### src/rtl/conv1_buf_pkg.sv
// conv1_buf_pkg
// Shared geometry for the conv1 window generator: image size, kernel size,
// derived output-map size and the counter widths used to walk a frame.
package conv1_buf_pkg;

    localparam int IMG_W             = 28;
    localparam int IMG_H             = 28;
    localparam int KERNEL_SIZE       = 3;
    localparam int WINDOW_SIZE       = KERNEL_SIZE * KERNEL_SIZE;
    localparam int OUT_W             = IMG_W - KERNEL_SIZE + 1;
    localparam int OUT_H             = IMG_H - KERNEL_SIZE + 1;
    localparam int WINDOWS_PER_FRAME = OUT_W * OUT_H;

    localparam int COL_W = $clog2(IMG_W);
    localparam int ROW_W = $clog2(IMG_H);

    // Sized coordinate constants so counter compares stay width-exact.
    localparam logic [COL_W-1:0] COL_LAST      = COL_W'(IMG_W - 1);
    localparam logic [ROW_W-1:0] ROW_LAST      = ROW_W'(IMG_H - 1);
    localparam logic [COL_W-1:0] COL_FIRST_WIN = COL_W'(KERNEL_SIZE - 1);
    localparam logic [ROW_W-1:0] ROW_FIRST_WIN = ROW_W'(KERNEL_SIZE - 1);

    // win[i][j]: row i (0 = oldest image row), column j (2 = newest pixel).
    typedef logic [KERNEL_SIZE-1:0][KERNEL_SIZE-1:0] window_t;

endpackage

### src/rtl/conv1_line_shift.sv
// conv1_line_shift
// One image row of 1-bit pixel history. Each enabled cycle shifts din in;
// dout is the bit shifted in DEPTH enables ago, i.e. the same column of the
// previous row when DEPTH equals the image width.
// Ports:
//   clk  - rising-edge clock
//   en   - shift enable (one accepted pixel)
//   din  - bit shifted in
//   dout - oldest stored bit
module conv1_line_shift
    import conv1_buf_pkg::*;
#(
    parameter int DEPTH = IMG_W
) (
    input  logic clk,
    input  logic en,
    input  logic din,
    output logic dout
);

    logic [DEPTH-1:0] line_bits;

    // No reset: stale contents are masked by the row gating in conv1_buf.
    always_ff @(posedge clk) begin
        if (en) begin
            line_bits <= {line_bits[DEPTH-2:0], din};
        end
    end

    assign dout = line_bits[DEPTH-1];

endmodule

### src/rtl/conv1_buf.sv
// conv1_buf
// 3x3 sliding-window generator for a raster stream of binarized pixels.
// Two line buffers hold the previous two rows; a 3x3 register forms the
// window, emitted with a one-cycle strobe whenever the accepted pixel
// completes a full window (row >= 2 and col >= 2).
// Ports:
//   clk, rst_n          - clock, synchronous active-low reset
//   valid_in, pixel_in  - input pixel stream (raster order)
//   pixel_0..pixel_8    - window taps, pixel_k = frame(r-2+k/3, c-2+k%3)
//   valid_in_buf        - taps valid this cycle
//   frame_done          - pulse with the last window of a frame
module conv1_buf
    import conv1_buf_pkg::*;
(
    input  logic clk,
    input  logic rst_n,
    input  logic valid_in,
    input  logic pixel_in,
    output logic pixel_0,
    output logic pixel_1,
    output logic pixel_2,
    output logic pixel_3,
    output logic pixel_4,
    output logic pixel_5,
    output logic pixel_6,
    output logic pixel_7,
    output logic pixel_8,
    output logic valid_in_buf,
    output logic frame_done
);

    logic [COL_W-1:0] col;
    logic [ROW_W-1:0] row;
    logic             accept;
    logic             line_a_out;
    logic             line_b_out;
    window_t          win;

    // A pixel presented during reset is ignored, so lines stay frozen too.
    assign accept = valid_in & rst_n;

    conv1_line_shift #(
        .DEPTH(IMG_W)
    ) u_line_a (
        .clk  (clk),
        .en   (accept),
        .din  (pixel_in),
        .dout (line_a_out)
    );

    conv1_line_shift #(
        .DEPTH(IMG_W)
    ) u_line_b (
        .clk  (clk),
        .en   (accept),
        .din  (line_a_out),
        .dout (line_b_out)
    );

    // Coordinate of the next accepted pixel; frame end wraps straight to (0,0).
    always_ff @(posedge clk) begin
        if (!rst_n) begin
            col <= '0;
            row <= '0;
        end else if (valid_in) begin
            if (col == COL_LAST) begin
                col <= '0;
                if (row == ROW_LAST) begin
                    row <= '0;
                end else begin
                    row <= row + 1'b1;
                end
            end else begin
                col <= col + 1'b1;
            end
        end
    end

    // The window register doubles as the tap outputs, so taps hold through gaps.
    always_ff @(posedge clk) begin
        if (!rst_n) begin
            win <= '0;
        end else if (valid_in) begin
            for (int i = 0; i < KERNEL_SIZE; i++) begin
                for (int j = 0; j < KERNEL_SIZE - 1; j++) begin
                    win[i][j] <= win[i][j+1];
                end
            end
            win[0][KERNEL_SIZE-1] <= line_b_out;
            win[1][KERNEL_SIZE-1] <= line_a_out;
            win[2][KERNEL_SIZE-1] <= pixel_in;
        end
    end

    // Row gating also guarantees stale line contents never reach a valid window.
    always_ff @(posedge clk) begin
        if (!rst_n) begin
            valid_in_buf <= 1'b0;
            frame_done   <= 1'b0;
        end else begin
            valid_in_buf <= valid_in && (row >= ROW_FIRST_WIN) && (col >= COL_FIRST_WIN);
            frame_done   <= valid_in && (row == ROW_LAST) && (col == COL_LAST);
        end
    end

    assign pixel_0 = win[0][0];
    assign pixel_1 = win[0][1];
    assign pixel_2 = win[0][2];
    assign pixel_3 = win[1][0];
    assign pixel_4 = win[1][1];
    assign pixel_5 = win[1][2];
    assign pixel_6 = win[2][0];
    assign pixel_7 = win[2][1];
    assign pixel_8 = win[2][2];

endmodule
### config.mk
export PLATFORM = sky130hd
export DESIGN_NAME = conv1_buf
export DESIGN_NICKNAME = d
export VERILOG_FILES = /design/src/rtl/conv1_buf_pkg.sv /design/src/rtl/conv1_line_shift.sv /design/src/rtl/conv1_buf.sv
export SDC_FILE = /design/constraint.sdc
export NUM_CORES = 1
export LEC_CHECK = 0
export CORE_UTILIZATION = 45
export DETAILED_ROUTE_END_ITERATION = 16
export PLACE_DENSITY = 0.74
export SKIP_CTS_REPAIR_TIMING = 1
export SYNTH_ARGS = -nofsm -noshare
export SYNTH_HDL_FRONTEND = slang
export SYNTH_SLANG_ARGS = --single-unit
### constraint.sdc
create_clock -name clk -period 2.5 [get_ports clk]
set_input_delay 0.5 -clock clk [delete_from_list [all_inputs] [get_ports clk]]
set_output_delay 0.5 -clock clk [all_outputs]
set_load 0.02 [all_outputs]
==> results of run 1 <==
metrics by stage:
step / cells / setup WS (ps)
final: 253 / 653
after global routing: 253 / 593
after CTS: 253 / 624
after detailed placement: 237 / 562
after global placement: 237 / 583
after floorplan: 150 / 92.1
report_power, final:
group	leakage (µW)	switching, µW	total (µW)	internal, µW
Clock	0.0000931	445	913	468
Combinational	0.000261	46.3	78.2	31.9
Sequential	0.000696	20.1	1430	1410
Total	0.00105	511	2420	1910
cells by family (layout without fill, tap and decap cells):
group / Yosys count / count (layout) / share of synthesized area
AOI/OAI and AO/OA: 13 / 13 / 0.0399
xor gates and xnor gates: 3 / 3 / 0.0101
adders and majority gates: 4 / 4 / 0.0192
buffers and inverters: 7 / 38 / 0.0135
DFF: 77 / 77 / 0.808
muxes: 10 / 10 / 0.0385
and+or+nand+nor: 36 / 36 / 0.0707
worst paths after layout:
kind | end | cells after the start
setup / recovery | pixel_2 | 1
hold / removal | u_line_a.line_bits[1]$_DFFE_PP_ | 0
setup reg to reg | valid_in_buf$_SDFF_PN0_ | 5
hold reg to reg | u_line_a.line_bits[1]$_DFFE_PP_ | 0
routing by layer:
layer | wire, µm | vias to the layer above | GRT usage
li1 | - | 610 | -
met1 | 1890 | 617 | 0.195
met2 | 1760 | 35 | 0.212
met3 | 186 | 6 | 0.0605
met4 | 68 | 0 | 0.0722
met5 | 0 | - | 0
cell usage after synthesis (all sizes together), types with 2 or more instances:
cell and number:
edfxtp 56, dfxtp 21, nor2 15, mux2i 10, nand2 5, a21oi 4, ha 4, inv 4
nand3 4, a211oi 3, buf 3, o21ai 3, nand4 2, nor3 2, xor2 2
registers in the layout (all words and copies together) (netlist names):
signal	flops
pixel_0	1
pixel_5	1
valid_in_buf	1
pixel_1	1
pixel_8	1
col	5
pixel_6	1
row	5
u_line_a.line_bits	28
u_line_b.line_bits	28
pixel_4	1
frame_done	1
pixel_3	1
pixel_2	1
pixel_7	1
cell type report:
cell class,count,share of cell area
clock buffer,10,0.0418
multi-input combinational,66,0.152
sequential,77,0.688
timing repair buffer,18,0.0598
tap,72,0.0295
inverter,4,0.00492
clock inverter,6,0.0234
==> metrics.yaml, run 1 <==
status:
  status: "finished clean"
logic_synthesis:
  post-synth-top-area-fraction: 0.646
  ys_warn_count: 0
  yosysTopAreaCell: "edfxtp_1"
  synth_edf_count: 56
  syn-instance-count: 150
  netlist_area_um2: 2600
  synth.distinct_cells: 31
  syn_nets: 158
  synth.avg_cell_area_um2: 17.3
  async_flop_share: 0
  ys.flop_type: "edfxtp_1"
  ys_ff_latch: 77
  ys_seq_area_frac: 0.808
  synth_area_leaders: "edfxtp_1 (65%), dfxtp_1 (16%), mux2i_1 (3.8%)"
critical_path:
  r2r_start: "row[0]$_SDFFE_PN0P_"
  crit_path_start: "pixel_2$_SDFFE_PN0P_"
  start_kind: "register"
  worst-path-buf-inv: 1
  r2r_slack_ps: 1100
  cp.required_ps: 2000
  critPathSlowestCell: "clkdlybuf4s50_1"
  path_cells: "clkdlybuf4s50_1"
  critPathMaxFanout: 3
  critPathArrivalTime_ps: 1350
  cp-end-kind: "primary output"
  max_stage_delay_ps: 620
  crit_family: "buffers and inverters"
  worstSetupPathType: "register to primary output"
floorplanning:
  die-width_um: 78.0
  ios: 15
  initial_core_util: 0.470
  die_y_um: 78.0
  dieArea_um2: 6090
  placementRows: 27
  coreArea_um2: 5540
grt:
  antenna_found_initial: 0
  track_usage: 0.148
  grt_pass1_wl_um: 6310
  first_global_vias: 1246
  grt_max_degree: 40
  grt-ovfl-total: 0
timing:
  clock.fmax_ghz: 0.541
  timing.final.crit_share: 0.739
  drv_slew: 0
  setup-violations-final: 0
  clock_skew_ps: 7.11
  rsz0062_at_grt: "false"
  fin_setup_tns_ps: 0
  max_slew_margin: 0.687
  worst_pin_slew_ps: 469
  final-hold-violation-count: 0
  period_needed_ps: 1850
  hold_ws_ps: 417
finish:
  antenna_cells: 0
  drive_gt1_frac: 0.144
  final_common_cell: "edfxtp_1"
  design_area_um2: 3050
  area_growth_pct: 17.4
  fillers: 454
  ff_latch_area_um2: 2100
  fin_util: 0.551
  layout_common_cells: "edfxtp_1 (56), dfxtp_1 (21), nor2_1 (15)"
  nets: 184
  multiInputGateArea_um2: 465
hold_path:
  min_path_type: "register to register"
  min_from: "u_line_a.line_bits[0]$_DFFE_PP_"
detailed_routing:
  post_drt_wl_per_cell_um: 15.4
  viasPerCell: 5.01
  vias: 1268
  drc: 0
  drt_iter0_drc: 70
  ant_nets: 0
  routed_wl_um: 3910
  first_pass_iters: 4
placement:
  gp_congestion: 0.883
  port_buffers: 14
  dp_hpwl_um: 2320
  placed_area_um2: 2860
clocking:
  clk_path_buf_depth: 2
  clk_latency_ps: 340
  cts_tree: "done"
  numCtsBuffers: 9
  cts_sinks: 77
  clockRootBuffer: "clkbuf_8"
  clk_pin_slew_worst_paths_ps: 80
  htreeDepth: 3
pwr:
  power.leakage_uw: 0.00105
  ir_worst_vdd_mv: 0.494
  pwr_density_cell_nw_per_um2: 794
  power_uw: 2420
run:
  cap_violations: 0
(Power assumes the default switching activity.)
==> run 2, diff against run 1 <==
PLACE_DENSITY = 0.72   (was 0.74)
clock period = 1.7 ns   (was 2.5 ns; I/O delays follow)
==> metrics.yaml, run 2 (same netlist as run 1, synthesis figures left out) <==
grt:
  antenna_found_initial: 0
  grt_max_degree: 29
  grt-ovfl-total: 0
  busiest_layer: "met2"
  met2_usage: 0.220
  use_met3: 0.0616
  track_usage: 0.149
  first_global_vias: 1255
  grt_pass1_wl_um: 6420
  grtUsageMet1: 0.189
detailed_routing:
  ant_nets: 0
  viasPerCell: 5.07
  vias: 1313
  drt_iter0_drc: 56
  post_drt_wl_per_cell_um: 15.2
  routed_wl_um: 3930
  first_pass_iters: 4
  drc: 0
critical_path:
  crit_family: "buffers and inverters"
  r2r_start: "row[1]$_SDFFE_PN0P_"
  worst-path-buf-inv: 1
  path_cells: "clkdlybuf4s50_1"
  reg2reg_to: "row[3]$_SDFFE_PN0P_"
  start_kind: "register"
  crit_cells: 1
  r2r_cells: 4
  max_stage_delay_ps: 610
  cp.required_ps: 1360
  critPathMaxFanout: 2
  critPathArrivalTime_ps: 1300
  r2r_slack_ps: 290
  critPathSlowestCell: "clkdlybuf4s50_1"
  cp-end-kind: "primary output"
  worstSetupPathType: "register to primary output"
status:
  status: "finished clean"
timing:
  max_slew_margin: 0.823
  rsz0062_at_grt: "false"
  clock.fmax_ghz: 0.608
  drv_slew: 0
  clock_skew_ps: 10.9
  worst_pin_slew_ps: 263
  fin_setup_tns_ps: 0
  timing.final.crit_share: 0.967
  period_needed_ps: 1640
  final-hold-violation-count: 0
  setup-violations-final: 0
finish:
  area_growth_pct: 19.3
  final_common_cell: "edfxtp_1"
  nets: 190
  reg.largest.list: "u_line_a.line_bits (28), u_line_b.line_bits (28)"
  layout_common_cells: "edfxtp_1 (56), dfxtp_1 (21), nor2_1 (15)"
  design_area_um2: 3100
  fin_util: 0.560
  drive_gt1_frac: 0.171
  fillers: 445
  antenna_cells: 0
pwr:
  power.leakage_uw: 0.00119
  ir_worst_vdd_mv: 0.656
  power_uw: 3430
  pwr_density_cell_nw_per_um2: 1100
clocking:
  clockRootBuffer: "clkbuf_8"
  cts_sinks: 77
  clk_latency_ps: 350
  cts_tree: "done"
  htreeDepth: 3
  clk_path_buf_depth: 2
  clk_pin_slew_worst_paths_ps: 80
  numCtsBuffers: 9
run:
  cap_violations: 0
floorplanning:
  coreArea_um2: 5540
  ios: 15
  die_y_um: 78.0
  dieArea_um2: 6090
  die-width_um: 78.0
  placementRows: 27
  initial_core_util: 0.470
hold_path:
  min_from: "u_line_a.line_bits[12]$_DFFE_PP_"
  min_to: "u_line_a.line_bits[13]$_DFFE_PP_"
  hold_depth: 0
  min_path_type: "register to register"
placement:
  placed_area_um2: 2910
  port_buffers: 14
  dp_hpwl_um: 2430
  gp_congestion: 0.902
## run 2: routing by layer
metal / vias to the layer above / part of all wire
met3: 6 / 0.045
met2: 35 / 0.48
met1: 648 / 0.46
met5: - / 0
li1: 624 / -
met4: 0 / 0.015
## run 2: power breakdown
| part | internal [µW] | total, µW | switching, µW |
|---|---|---|---|
| logic | 56.4 | 127 | 70.9 |
| registers | 2080 | 2110 | 28.9 |
| clock network | 531 | 1200 | 664 |
## run 2: worst max path at each step
stage	startpoint	to	slack (ps)
after floorplan	valid_in	u_line_a.line_bits[0]$_DFFE_PP_	60
after global placement	valid_in	u_line_a.line_bits[27]$_DFFE_PP_	40
after detailed placement	valid_in	u_line_b.line_bits[20]$_DFFE_PP_	-10
after CTS	pixel_5$_SDFFE_PN0P_	pixel_5	4
after global routing	pixel_3$_SDFFE_PN0P_	pixel_3	10
final	pixel_3$_SDFFE_PN0P_	pixel_3	60
## run 2: metrics by stage
step                setup WS (ps)  hold WS, ps  cells
finish                       56.5          421    259
global route                 11.1          428    259
CTS                          4.22          415    259
detailed placement          -11.7          406    243
global placement             40.8          405    243
floorplan                    64.1          400    150
## run 2: cell type report
class                      instances  area [µm²]  share of cell area
clock inverter                     7        50.0              0.0161
timing repair buffer              24         258              0.0830
tap                               72        90.1              0.0290
multi-input combinational         66         465               0.150
sequential                        77        2100               0.677
inverter                           4        15.0             0.00484
clock buffer                       9         124              0.0399
